===== src/rtl/ubi_pkg.sv =====
// Shared types and helpers for the unipolar/bipolar stream decoder.
package ubi_pkg;

  // Decoder control states.
  typedef enum logic [1:0] {
    IDLE = 2'd0,
    RUN  = 2'd1,
    DONE = 2'd2
  } ubi_dec_state_t;

  // Number of stream bits in one conversion window.
  function automatic int unsigned win_len(input int unsigned width);
    return 32'd1 << width;
  endfunction

endpackage


===== src/rtl/ubi_win_counter.sv =====
// Window counter: counts accepted stream bits and accumulates the ones among them.
module ubi_win_counter
  import ubi_pkg::*;
#(
  parameter int WIDTH = 8
) (
  input  logic             clk,
  input  logic             rst_n,
  input  logic             clr,
  input  logic             en,
  input  logic             stream_bit,
  output logic             last,
  output logic [WIDTH:0]   ones
);

  localparam logic [WIDTH-1:0] LAST_IDX = {WIDTH{1'b1}};

  logic [WIDTH-1:0] len_r;
  logic [WIDTH:0]   ones_r;

  // The Nth accepted bit is the one offered while the length counter sits at N-1.
  assign last = en && (len_r == LAST_IDX);

  // Running count including the bit offered this cycle; at last it is the final count.
  assign ones = ones_r + {{WIDTH{1'b0}}, stream_bit};

  // Length/ones counters; cleared on a new window and after the Nth bit so len never wraps.
  always_ff @(posedge clk) begin
    if (!rst_n) begin
      len_r  <= {WIDTH{1'b0}};
      ones_r <= {(WIDTH+1){1'b0}};
    end else if (clr || last) begin
      len_r  <= {WIDTH{1'b0}};
      ones_r <= {(WIDTH+1){1'b0}};
    end else if (en) begin
      len_r  <= len_r + WIDTH'(1'b1);
      ones_r <= ones;
    end else begin
      len_r  <= len_r;
      ones_r <= ones_r;
    end
  end

endmodule


===== src/rtl/ubi_stream_decoder.sv =====
// Stochastic-to-binary reader: counts ones over a 2**WIDTH bit window and
// reports the count plus the bipolar value 2*ones - N.
module ubi_stream_decoder
  import ubi_pkg::*;
#(
  parameter int WIDTH = 8
) (
  input  logic               clk,
  input  logic               rst_n,
  input  logic               iStart,
  input  logic               iBit,
  input  logic               iEn,
  input  logic               iReady,
  output logic               oBusy,
  output logic               oValid,
  output logic [WIDTH:0]     oOnes,
  output logic [WIDTH+1:0]   oVal
);

  localparam logic [WIDTH+1:0] N_VAL = (WIDTH+2)'(win_len(WIDTH));

  ubi_dec_state_t   state_r;
  ubi_dec_state_t   state_nx_s;
  logic             clr_s;
  logic             en_s;
  logic             last_s;
  logic [WIDTH:0]   count_s;
  logic [WIDTH+1:0] val_s;
  logic             busy_r;
  logic             valid_r;
  logic [WIDTH:0]   ones_r;
  logic [WIDTH+1:0] val_r;

  // Bits are only taken while a window is running and the stream is qualified.
  assign en_s = (state_r == RUN) && iEn;

  // Bipolar conversion in WIDTH+2 bits: 0..2N minus N stays inside -N..+N.
  assign val_s = ({1'b0, count_s} << 1) - N_VAL;

  ubi_win_counter #(
    .WIDTH(WIDTH)
  ) u_win_counter (
    .clk        (clk),
    .rst_n      (rst_n),
    .clr        (clr_s),
    .en         (en_s),
    .stream_bit (iBit),
    .last       (last_s),
    .ones       (count_s)
  );

  // Next-state logic; a window (re)starts from IDLE, or from DONE once the result is taken.
  always_comb begin
    state_nx_s = state_r;
    clr_s      = 1'b0;
    case (state_r)
      IDLE: begin
        if (iStart) begin
          state_nx_s = RUN;
          clr_s      = 1'b1;
        end else begin
          state_nx_s = IDLE;
        end
      end
      RUN: begin
        if (last_s) begin
          state_nx_s = DONE;
        end else begin
          state_nx_s = RUN;
        end
      end
      DONE: begin
        if (iReady && iStart) begin
          state_nx_s = RUN;
          clr_s      = 1'b1;
        end else if (iReady) begin
          state_nx_s = IDLE;
        end else begin
          state_nx_s = DONE;
        end
      end
      default: begin
        state_nx_s = IDLE;
        clr_s      = 1'b1;
      end
    endcase
  end

  // State and registered outputs; the result registers only load on the Nth bit.
  always_ff @(posedge clk) begin
    if (!rst_n) begin
      state_r <= IDLE;
      busy_r  <= 1'b0;
      valid_r <= 1'b0;
      ones_r  <= {(WIDTH+1){1'b0}};
      val_r   <= {(WIDTH+2){1'b0}};
    end else begin
      state_r <= state_nx_s;
      busy_r  <= (state_nx_s == RUN);
      valid_r <= (state_nx_s == DONE);
      if (last_s) begin
        ones_r <= count_s;
        val_r  <= val_s;
      end else begin
        ones_r <= ones_r;
        val_r  <= val_r;
      end
    end
  end

  assign oBusy  = busy_r;
  assign oValid = valid_r;
  assign oOnes  = ones_r;
  assign oVal   = val_r;

endmodule


===== config.mk =====
export PLATFORM = sky130hd
export DESIGN_NAME = ubi_stream_decoder
export DESIGN_NICKNAME = d
export VERILOG_FILES = /design/src/rtl/ubi_pkg.sv /design/src/rtl/ubi_win_counter.sv /design/src/rtl/ubi_stream_decoder.sv
export SDC_FILE = /design/constraint.sdc
export NUM_CORES = 1
export LEC_CHECK = 0
export BUFFER_PORTS_ARGS = -buffer_cell sky130_fd_sc_hd__buf_2
export CORE_MARGIN = 4
export CORE_UTILIZATION = 54
export DETAILED_ROUTE_END_ITERATION = 6
export GPL_TIMING_DRIVEN = 0
export PLACE_DENSITY = 0.87
export SKIP_LAST_GASP = 1
export SYNTH_ARGS = -nofsm -noshare
export SYNTH_HDL_FRONTEND = slang
export SYNTH_SLANG_ARGS = --single-unit

===== constraint.sdc =====
create_clock -name clk -period 2.2 [get_ports clk]
set_input_delay 0.33 -clock clk [delete_from_list [all_inputs] [get_ports clk]]
set_output_delay 0.33 -clock clk [all_outputs]
set_load 0.005 [all_outputs]

# Yosys cells after proc, flatten, opt, wreduce, memory -nomap -nowiden
# Index checks and enable logic that the tools add are counted.
# classes
addsub	3
n_eq_ne	5
n_mux	8
bitwise	1
reduce_logical	6
# ops
cell	count
10-bit by 9-bit subtractor with 10-bit output, second input constant	1
9-bit by 1-bit adder with 9-bit output	1
8-bit by 1-bit adder with 8-bit output, second input constant	1
8-bit equality test, second input constant	1
2-bit two-way mux	3
2-bit one-hot mux with 3 select lines	1
2-bit by 1-bit equality test with 1-bit output, second input constant	2
2-bit equality test, second input constant	2
1-bit logical AND	3
1-bit two-way mux	3
1-bit one-hot mux with 3 select lines	1
2-bit zero test	1
2-bit OR reduction	1
1-bit logical OR	1
1-bit NOT	1
# totals
reg_bits	40
inputBits	6
out_inout_bits	21
word_cells	30

# Longest topological paths before layout
# logic_depth
depth_word	6
depth_mapped	7
ltp_nobuf	6

# By module
# From an unflattened synthesis, not the netlist that was laid out.
# hier_totals
cells_unflattened	165
hier_area_um2	1555.2
# modules_own_cells
module	n_inst	cells_per_inst	area_per_inst_um2	seq_area_each_um2
ubi_win_counter	1	101	875.8	340.3
ubi_stream_decoder	1	64	679.4	300.3

# Worst setup path before layout
# No wires, ideal clock.
# synth_timing
path_kind	input to register
startpoint	input port iBit
endpoint	register val_r[9] (netlist: oVal[9])
setup_time_ns	0.116
t_arrival_ns	1.520
required_time_ns	2.084
path_slack_ns	0.564
cell_stages	5
path_buffers	0
path_cell_list	ha_1 -> nand3_1 -> or3_4 -> a211o_1 -> a41o_1
# synth_between
elab_chain_cells	2
# synth_rtl
item	line	text
start: declaration	ubi_stream_decoder.sv:11	input logic iBit,
9-bit by 1-bit adder with 9-bit output	ubi_win_counter.sv:25	assign ones = ones_r + {{WIDTH{1'b0}}, stream_bit};
10-bit by 9-bit subtractor with 10-bit output	ubi_stream_decoder.sv:38	assign val_s = ({1'b0, count_s} << 1) - N_VAL;
end signal: assignment	ubi_stream_decoder.sv:96	val_r <= {(WIDTH+2){1'b0}};
end signal: assignment	ubi_stream_decoder.sv:103	val_r <= val_s;
end signal: assignment	ubi_stream_decoder.sv:106	val_r <= val_r;
end: declaration	ubi_stream_decoder.sv:32	logic [WIDTH+1:0] val_r;
# Every way passes these cells.
# A chain may end at the register's enable or synchronous reset.

# Worst setup path in the final report
# layout_timing
startpoint	register u_win_counter.len_r[0]
endpoint	register ones_r[6] (netlist: oOnes[6])
# layout_between
elab_chain_cells	2
# layout_rtl
item	line	text
start: declaration	ubi_win_counter.sv:18	logic [WIDTH-1:0] len_r;
start signal: assignment	ubi_win_counter.sv:30	len_r <= {WIDTH{1'b0}};
start signal: assignment	ubi_win_counter.sv:33	len_r <= {WIDTH{1'b0}};
start signal: assignment	ubi_win_counter.sv:36	len_r <= len_r + WIDTH'(1'b1);
8-bit equality test	ubi_win_counter.sv:22	assign last = en && (len_r == LAST_IDX);
1-bit logical AND	ubi_win_counter.sv:22	
end signal: assignment	ubi_stream_decoder.sv:95	ones_r <= {(WIDTH+1){1'b0}};
end signal: assignment	ubi_stream_decoder.sv:102	ones_r <= count_s;
end signal: assignment	ubi_stream_decoder.sv:105	ones_r <= ones_r;
end: declaration	ubi_stream_decoder.sv:31	logic [WIDTH:0] ones_r;
# Every way passes these cells.

==> impl_metrics.toml <==
[worst_setup_path]
crit_type = "register to register"
max_stage_delay_ns = 0.54
r2r-start = "u_win_counter.len_r[0]"
startpoint = "u_win_counter.len_r[0]"
critPathArrivalTime_ns = 2.11
crit_fanout = 10
cp-start-kind = "register"
cpMaxStageDelayCell = "nor3_2"
end_kind = "register"
cp_data_required_time_ns = 2.45
cp_cell_sequence = "ha_1 -> nand3_1 -> nor3_2 -> buf_6 -> nor2_1 -> a211oi_1"

[clocking]
clockBufferDepth = 2
cts_buffers = 5
cts_tree = "built"
cts_hold_buf = 0
cts_setup_buffers = 0
cts_resized = 0
cts-root-buf = "clkbuf_4"
cts_htree_levels = 2
clkTransAtPathRegs_ns = 0.11
clock_sinks = 32
worstSkewPairLatency_ns = 0.34

[global_routing]
gr-total-overflow = 0
grt_pass1_wl_mm = 4.954
grtUsageTotal_pct = 18.39
grt_max_degree = 11
antenna_found_initial = 0
grt_pass1_vias = 1187

[floorplanning]
core_area_um2 = 2545
start_util_pct = 58.46
fp-row-count = 18
die_w_um = 60.49
boundaryPins = 27
die_y_um = 60.49
die_area_um2 = 3658

[logic_synthesis]
ys_top_cells_by_count = "32 x dfxtp_1, 29 x nor2_1, 15 x nand2_1"
synth-edff-count = 0
synth_fa_ha_area_share_pct = 2.523
yosysSeqAreaShare_pct = 43.06
synth.mux.area_fraction_pct = 1.346
avgSynthCellArea_um2 = 8.908
synth_fp_nets = 176
yosysMostFrequentCell = "dfxtp_1"
ys_seq_elements = 32
syn_inst = 167
synth-simple-area-share_pct = 23.72
synth_top_family_by_area = "simple AND/OR/NAND/NOR gates"
synth_top_area_cell = "dfxtp_1"
synth-compound-area-share_pct = 10.09
yosys_warnings = 0
synth_top_area_share_pct = 43.06
synth-async-reset-ratio_pct = 0
syn-cell-area_um2 = 1488
synth_xor_area_share_pct = 11.19
ys_top_cells_by_area = "dfxtp_1 43%, xnor2_1 8.2%, nor2_1 7.3%, buf_4 4.0%, nand2_1 3.8%"
netlist-cell-type-count = 38
ys.flop_type = "dfxtp_1"

[route]
vias = 1222
drtIter0Drc = 28
vias_per_cell = 5.313
drt-pass1-iter-count = 4
remaining_drc_errors = 0
wl_per_cell_um = 12.58
drt.antenna.violating_nets = 0
totalWireLength_mm = 2.893
wl_met3_um = 171
highest_layer = "met4"
wl_met1_mm = 1.258
dr_wl_met2_mm = 1.410

[sta]
tns_ns = 0
tightest_slew_ns = 0.5972
fin_crit_sh_pct = 84.36
fmax_mhz = 538.8
maxSlewViolCount = 0
rsz0062_at_grt = "false"
min_period_ns = 1.856
final_hold_viol_count = 0
finalSetupViolCount = 0
finClkSkew_ns = 0.01272
slew_headroom_pct = 59.97

[placed_design]
io_buffers = 25
hpwl_mm = 2.123
gp_congestion = 0.8144
dpl_cell_area_um2 = 1650

[run]
drv_cap = 0

[outcome]
outcome = "finished, final reports clean"

[layout]
antennaDiodeCount = 0
drive_gt1_share_pct = 25.50
nets = 208
area_growth_pct = 15.05
utilization_pct = 67.26
design_area_um2 = 1712

[power]
power_density_nw_per_um2 = 579.6
leakagePower_nw = 0.6999
ir_worst_vdd_mv = 0.4474
power_uw = 992.0

[hold_path]
worst_hold_path_type = "input pin to register"
min-delay-start = "rst_n"
## logic make-up (layout without fill, tap and decap cells)
| family | count (synthesis) | in the layout |
|---|---|---|
| fa+ha+maj | 3 | 3 |
| buf+inv | 18 | 51 |
| mux | 2 | 2 |
| compound gates | 20 | 20 |
| other cells | 1 | 1 |
| simple gates | 72 | 72 |
| flops | 32 | 32 |
| xor+xnor | 19 | 19 |
## state kept, by name, indices dropped and copies added (netlist names)
name	cells
oOnes	9
oValid	1
oVal	2
u_win_counter.ones_r	9
u_win_counter.len_r	8
state_r	2
oBusy	1
## metrics by stage
| stage | cells | hold WS, ns | worst slack [ns] |
|---|---|---|---|
| global placement | 222 | 0.4473 | 0.3729 |
| finish | 230 | 0.2728 | 0.3442 |
| global route | 230 | 0.2571 | 0.1861 |
| CTS | 230 | 0.2582 | 0.3248 |
| detailed placement | 222 | 0.4601 | 0.3374 |
| floorplan | 167 | 0.4400 | 0.5638 |
## placed cells by master (no fill, tap or decap), types with 3 or more instances in the layout
| cell type | n |
|---|---|
| a21oi_1 | 5 |
| clkbuf_1 | 3 |
| nand3_1 | 7 |
| nand2_1 | 15 |
| xnor2_1 | 14 |
| nor3_1 | 8 |
| clkbuf_4 | 5 |
| buf_4 | 8 |
| xor2_1 | 5 |
| a211oi_1 | 5 |
| nor2_1 | 29 |
| buf_2 | 26 |
| ha_1 | 3 |
| dfxtp_1 | 32 |
## power breakdown
group / total (mW) / internal (mW) / switching, mW / leakage (nW)
sequential: 0.587 / 0.583 / 0.00404 / 0.258
combinational: 0.0475 / 0.0182 / 0.0292 / 0.404
clock: 0.357 / 0.152 / 0.205 / 0.0380
total: 0.992 / 0.753 / 0.239 / 0.700
## critical path, delay by kind of cell (launching register included)
| family | cells | cell delay, ns |
|---|---|---|
| AOI/OAI and AO/OA | 1 | 0.23 |
| adders and majority gates | 1 | 0.19 |
| DFF | 1 | 0.40 |
| buffers and inverters | 1 | 0.22 |
| and+or+nand+nor | 3 | 0.74 |
## area by class of cell
class                   count  area (um^2)
plain buffers              16        108.9
well taps                  30        37.54
clock inverters             2        10.01
flip-flops and latches     32        640.6
multi-input cells         117        730.7
inverters                   2        7.507
repair buffers             25        125.1
fillers                   203        833.3
clock buffers               6        51.30
## final timing paths
path,endpoint,slack [ns],depth (start not counted)
setup / recovery,oOnes[6],0.34,6
hold / removal,oOnes[7],0.27,2
setup reg to reg,oOnes[6],0.34,6
hold reg to reg,u_win_counter.ones_r[0],0.47,2
## per-layer routing
metal  vias to the layer above  GRT usage, %
met2                        26         30.40
met5                         -             0
met1                       568         21.00
met4                         0         10.84
li1                        621             -
met3                         7         5.532
Power figures use the tool's default switching activity.
